==> src/rtl/demux3_pkg.sv <==
// rtl/demux3_pkg.sv - route/state types and select decode for demux3_stream
package demux3_pkg;

  typedef enum logic [1:0] {
    ROUTE0 = 2'd0,
    ROUTE1 = 2'd1,
    ROUTE2 = 2'd2
  } route_t;

  typedef enum logic {
    IDLE   = 1'b0,
    LOCKED = 1'b1
  } dstate_t;

  // Same encoding as the 3:1 mux: 10 and 11 both select port2.
  function automatic route_t decode_sel(input logic [1:0] sel);
    case (sel)
      2'b00:   return ROUTE0;
      2'b01:   return ROUTE1;
      default: return ROUTE2;
    endcase
  endfunction

endpackage

==> src/rtl/stream_slot.sv <==
// rtl/stream_slot.sv - one-entry output register with valid/ready and packet counter
module stream_slot #(
  parameter int WIDTH = 8,
  parameter int CNTW  = 8
) (
  input  logic             clk,
  input  logic             rst_n,
  input  logic             load,
  input  logic [WIDTH-1:0] load_data,
  input  logic             load_last,
  output logic [WIDTH-1:0] y_data,
  output logic             y_last,
  output logic             y_valid,
  input  logic             y_ready,
  output logic [CNTW-1:0]  pkt_cnt
);

  always_ff @(posedge clk or negedge rst_n) begin
    if (!rst_n) begin
      y_valid <= 1'b0;
      y_data  <= '0;
      y_last  <= 1'b0;
      pkt_cnt <= '0;
    end else begin
      // A load wins over a drain, so drain+load keeps y_valid high.
      if (load) begin
        y_valid <= 1'b1;
        y_data  <= load_data;
        y_last  <= load_last;
      end else if (y_ready) begin
        y_valid <= 1'b0;
      end
      if (y_valid && y_ready && y_last)
        pkt_cnt <= pkt_cnt + 1'b1;
    end
  end

endmodule

==> src/rtl/demux3_stream.sv <==
// rtl/demux3_stream.sv - 1:3 packet-locked stream demultiplexer with registered outputs
module demux3_stream
  import demux3_pkg::*;
#(
  parameter int WIDTH = 8,
  parameter int CNTW  = 8
) (
  input  logic             clk,
  input  logic             rst_n,
  input  logic [WIDTH-1:0] in_data,
  input  logic             in_last,
  input  logic             in_valid,
  output logic             in_ready,
  input  logic [1:0]       s,
  output logic [WIDTH-1:0] y0_data,
  output logic [WIDTH-1:0] y1_data,
  output logic [WIDTH-1:0] y2_data,
  output logic             y0_last,
  output logic             y1_last,
  output logic             y2_last,
  output logic             y0_valid,
  output logic             y1_valid,
  output logic             y2_valid,
  input  logic             y0_ready,
  input  logic             y1_ready,
  input  logic             y2_ready,
  output logic [CNTW-1:0]  pkt_cnt0,
  output logic [CNTW-1:0]  pkt_cnt1,
  output logic [CNTW-1:0]  pkt_cnt2
);

  dstate_t    state, state_nxt;
  route_t     route_q, route_eff;
  logic       accept;
  logic [2:0] load, slot_valid, slot_ready;

  assign slot_valid = {y2_valid, y1_valid, y0_valid};
  assign slot_ready = {y2_ready, y1_ready, y0_ready};
  assign route_eff  = (state == IDLE) ? decode_sel(s) : route_q;

  always_ff @(posedge clk or negedge rst_n) begin
    if (!rst_n) begin
      state   <= IDLE;
      route_q <= ROUTE0;
    end else begin
      state <= state_nxt;
      if (state == IDLE && accept && !in_last)
        route_q <= route_eff;
    end
  end

  always_comb begin
    state_nxt = state;
    case (state)
      IDLE:    if (accept && !in_last) state_nxt = LOCKED;
      LOCKED:  if (accept && in_last)  state_nxt = IDLE;
      default: state_nxt = IDLE;
    endcase
  end

  // Only the effective route's slot may stall the producer.
  always_comb begin
    in_ready = 1'b0;
    load     = 3'b000;
    case (route_eff)
      ROUTE0:  in_ready = !slot_valid[0] || slot_ready[0];
      ROUTE1:  in_ready = !slot_valid[1] || slot_ready[1];
      default: in_ready = !slot_valid[2] || slot_ready[2];
    endcase
    accept = in_valid && in_ready;
    case (route_eff)
      ROUTE0:  load[0] = accept;
      ROUTE1:  load[1] = accept;
      default: load[2] = accept;
    endcase
  end

  stream_slot #(.WIDTH(WIDTH), .CNTW(CNTW)) u_slot0 (
    .clk(clk), .rst_n(rst_n), .load(load[0]), .load_data(in_data), .load_last(in_last),
    .y_data(y0_data), .y_last(y0_last), .y_valid(y0_valid), .y_ready(y0_ready),
    .pkt_cnt(pkt_cnt0)
  );

  stream_slot #(.WIDTH(WIDTH), .CNTW(CNTW)) u_slot1 (
    .clk(clk), .rst_n(rst_n), .load(load[1]), .load_data(in_data), .load_last(in_last),
    .y_data(y1_data), .y_last(y1_last), .y_valid(y1_valid), .y_ready(y1_ready),
    .pkt_cnt(pkt_cnt1)
  );

  stream_slot #(.WIDTH(WIDTH), .CNTW(CNTW)) u_slot2 (
    .clk(clk), .rst_n(rst_n), .load(load[2]), .load_data(in_data), .load_last(in_last),
    .y_data(y2_data), .y_last(y2_last), .y_valid(y2_valid), .y_ready(y2_ready),
    .pkt_cnt(pkt_cnt2)
  );

endmodule

==> config.mk <==
export PLATFORM = sky130hd
export DESIGN_NAME = demux3_stream
export DESIGN_NICKNAME = d
export VERILOG_FILES = /design/src/rtl/demux3_pkg.sv /design/src/rtl/stream_slot.sv /design/src/rtl/demux3_stream.sv
export SDC_FILE = /design/constraint.sdc
export NUM_CORES = 1
export LEC_CHECK = 0
export CAP_MARGIN = 20
export CORE_MARGIN = 5
export CORE_UTILIZATION = 50
export DETAILED_ROUTE_END_ITERATION = 16
export PLACE_DENSITY = 0.85
export SYNTH_ARGS = -nofsm -noshare
export SYNTH_HDL_FRONTEND = slang
export SYNTH_SLANG_ARGS = --single-unit
==> constraint.sdc <==
create_clock -name clk -period 3.9 [get_ports clk]
set_input_delay 1.17 -clock clk [delete_from_list [all_inputs] [get_ports clk]]
set_output_delay 1.17 -clock clk [all_outputs]
set_load 0.01 [all_outputs]
==> reports/metrics.cfg <==
[power_and_ir_drop]
report.power.total_mw=2.527
power_frac_clock_pct=17.4
share_seq_of_total_power_pct=39.2
power.leakage_nw=1.483
combPwrFrac_pct=43.5
power.density_mw_per_mm2=747.5
total_switching_power_mw=0.8205
vdd_drop_max_v=0.0004991
power.internal_mw=1.707
switching_share_pct=32.47

[setup_path]
critical_path_arrival_ns=2.53
timing.critical_path.buf_inv=3
critical_path_class=in2out
worst_setup_path_end_kind=primary output
worst-endpoint-required_ns=2.73
critical-path-slowest-cell=sky130_fd_sc_hd__clkdlybuf4s50_1
sequence_of_cells_on_the_critical_path=clkdlybuf4s50_1, nor3_1, o21ai_1, and3_1, inv_1, dlygate4sd2_1
maximum_net_fanout_on_the_critical_path=2
startpoint=s[0]
worst_path_dominant_cell_family=buffers and inverters
slowest_delay_ns=0.42
worstSetupStartpointType=input pin

[clock_network]
path_clk_slew_ns=0.05
cts_root_buffer=sky130_fd_sc_hd__clkbuf_8
clk-insertion-delay-late_ns=0.32
cts_made_buffers=9
clock_tree.buffer_depth=2
htree_num_levels=3
clock_sink_count=57
cts_tree=yes

[cells_and_area]
layout.core_utilization_pct=72.05
drive_gt1_share_pct=21.32
finalInstanceArea_sq_mm=0.003381
layoutNonFillerInstCount=326
layout.cells.most_common_list=sky130_fd_sc_hd__clkdlybuf4s50_1, sky130_fd_sc_hd__dfrtp_1, sky130_fd_sc_hd__mux2_2
layout.cells.most_common=sky130_fd_sc_hd__clkdlybuf4s50_1
final_layout_fill_cell_count=334
area_growth_syn_to_layout_pct=41.76
final_nets=290
diodes=0

[sta]
timing.slew.headroom_pct=60.46
timing.final.max_slew_violations=0
layout_worst_path_cycle_share_pct=94.88
finalCriticalPeriod_ns=3.700
finalWorstSetupSlack_ns=0.1998
hold-worst-slack_ns=0.4708
timing_hold_violations_final=0
timing.setup.tns_ns=0
rsz0062_at_grt=false
timing.final.setup_violations=0
achievable-frequency_ghz=0.2703
clock-skew-final_ns=0.007136
worst_slew_pin_slew_ns=0.5931

[floorplanning]
fp.dieW_um=79.06
initial_core_util_pct=50.83
row_count=25
pin_count=72
design.die.area_sq_mm=0.006250
floorplan.die.height_um=79.06
core_region_area_sq_mm=0.004692

[global_route]
largest_net_degree_at_the_start_of_global_routing=31
grt_use_total_pct=18.19
grt_pass1_wl_um=8749
number_of_antenna_violations_at_the_first_check_in_global_routing=0
grt-ovfl-total=0
via_count_of_the_first_global_routing_pass=1821

[detailed_routing]
detailedRoute.firstPassIterationCount=5
postRouteWirelength_um=5272
drt_iter0_markers=98
routed_wire_length_per_instance_um=16.17
routed-via-count=1757
ant_nets=0
remaining_routing_drc_violations=0
via_per_inst=5.390

[synth]
syn_avg_cell_area_sq_um=13.25
synth.cell_area_sq_mm=0.002385
postSynthRegisterBits=57
fraction_of_the_yosys_area_taken_by_sequential_cells_pct=59.81
yosysUniqueCellTypes=28
syn-num-nets=200
synth_warnings=0
post_synth_inst_count=180

[run]
max_cap_viols=0

[status]
status=finished clean

[placed_design]
placedCellCount=313
dpl.hpwl_um=3824
buffer_ports.inserted=71
detailed_place.area_sq_mm=0.003224
pre_cts_slack_ns=-0.1041
place_congestion=0.8162

[hold_path]
hp-class=reg2reg
min-delay-start=u_slot2.pkt_cnt[7]

-- final timing paths --
check / to / slack, ns / cells after the start
hold / removal: u_slot2.pkt_cnt[7] / 0.47 / 1
setup / recovery: in_ready / 0.20 / 6
max in group asynchronous: u_slot0.y_data[3] / 2.24 / 2
min in group asynchronous: u_slot1.pkt_cnt[0] / 0.85 / 1
hold reg to reg: u_slot2.pkt_cnt[7] / 0.47 / 1
setup reg to reg: u_slot1.y_data[3] / 1.95 / 5
-- registers in the layout, indices dropped and copies added, names as in the netlist, 2 cells and up, named ones only --
name             cells
route_q              2
u_slot1.pkt_cnt      8
u_slot1.y_data       8
u_slot2.y_data       8
u_slot0.pkt_cnt      8
u_slot2.pkt_cnt      8
u_slot0.y_data       8
-- cells by family (layout without fill, tap and decap cells) --
logic type	count (synthesis)	count (layout)	share of synthesized area [%]
mux	29	29	13.85
simple gates	54	54	11.91
buf+inv	3	95	0.5242
fa+ha+maj	3	3	1.574
flops	57	57	59.81
xor+xnor	21	21	7.712
compound gates	13	13	4.617
-- area by class of cell --
class | instances | area (sq um) | area share, %
sequential | 57 | 1426 | 42.19
multi-input combinational | 120 | 950.9 | 28.13
timing repair buffer | 81 | 782.0 | 23.13
clock buffer | 12 | 145.1 | 4.293
tap | 54 | 67.56 | 1.999
clock inverter | 1 | 5.005 | 0.1480
inverter | 1 | 3.754 | 0.1110
-- what timing repair did --
action	4_1_cts	5_1_grt
pin swaps	0	0
resized for setup	2	1
buffers inserted	0	0
hold endpoints to repair	0	0
hold buffers	0	0
setup endpoints to repair	1	1
-- cells in the mapped netlist (all sizes together) --
cell	n	share of area (%)
and3b	1	0.37
o32a	1	0.42
nor3	1	0.21
o2111ai	1	0.37
and4	1	0.37
clkbuf	1	0.16
nor3b	2	0.84
mux2	29	14
and3	7	1.8
o21ai	4	1.0
dfrtp	57	60
o22ai	2	0.52
nor2	3	0.47
nand2	17	2.7
xnor2	17	6.2
xor2	4	1.5
nand2b	4	1.0
nand3	12	2.5
inv	1	0.16
a21oi	5	2.3
nand4	6	1.6
ha	3	1.6
buf	1	0.21
-- power groups by stage --
stage                     Combinational (mW)  Sequential (mW)  Clock, mW
final                                   1.10            0.990      0.440
after global placement                  1.09            0.983          0
after global routing                    1.18             1.02      0.482
after detailed placement                1.11            0.991          0
after floorplan                        0.412             1.06          0
after CTS                               1.11            0.990      0.449
-- layer usage --
layer / global-route usage [%] / vias up / share of wire, %
li1: - / 812 / -
met1: 22.95 / 863 / 41
met2: 28.45 / 71 / 49
met3: 7.029 / 11 / 8.6
met4: 6.701 / 0 / 1.2
met5: 0 / - / 0
(Power assumes the default switching activity.)
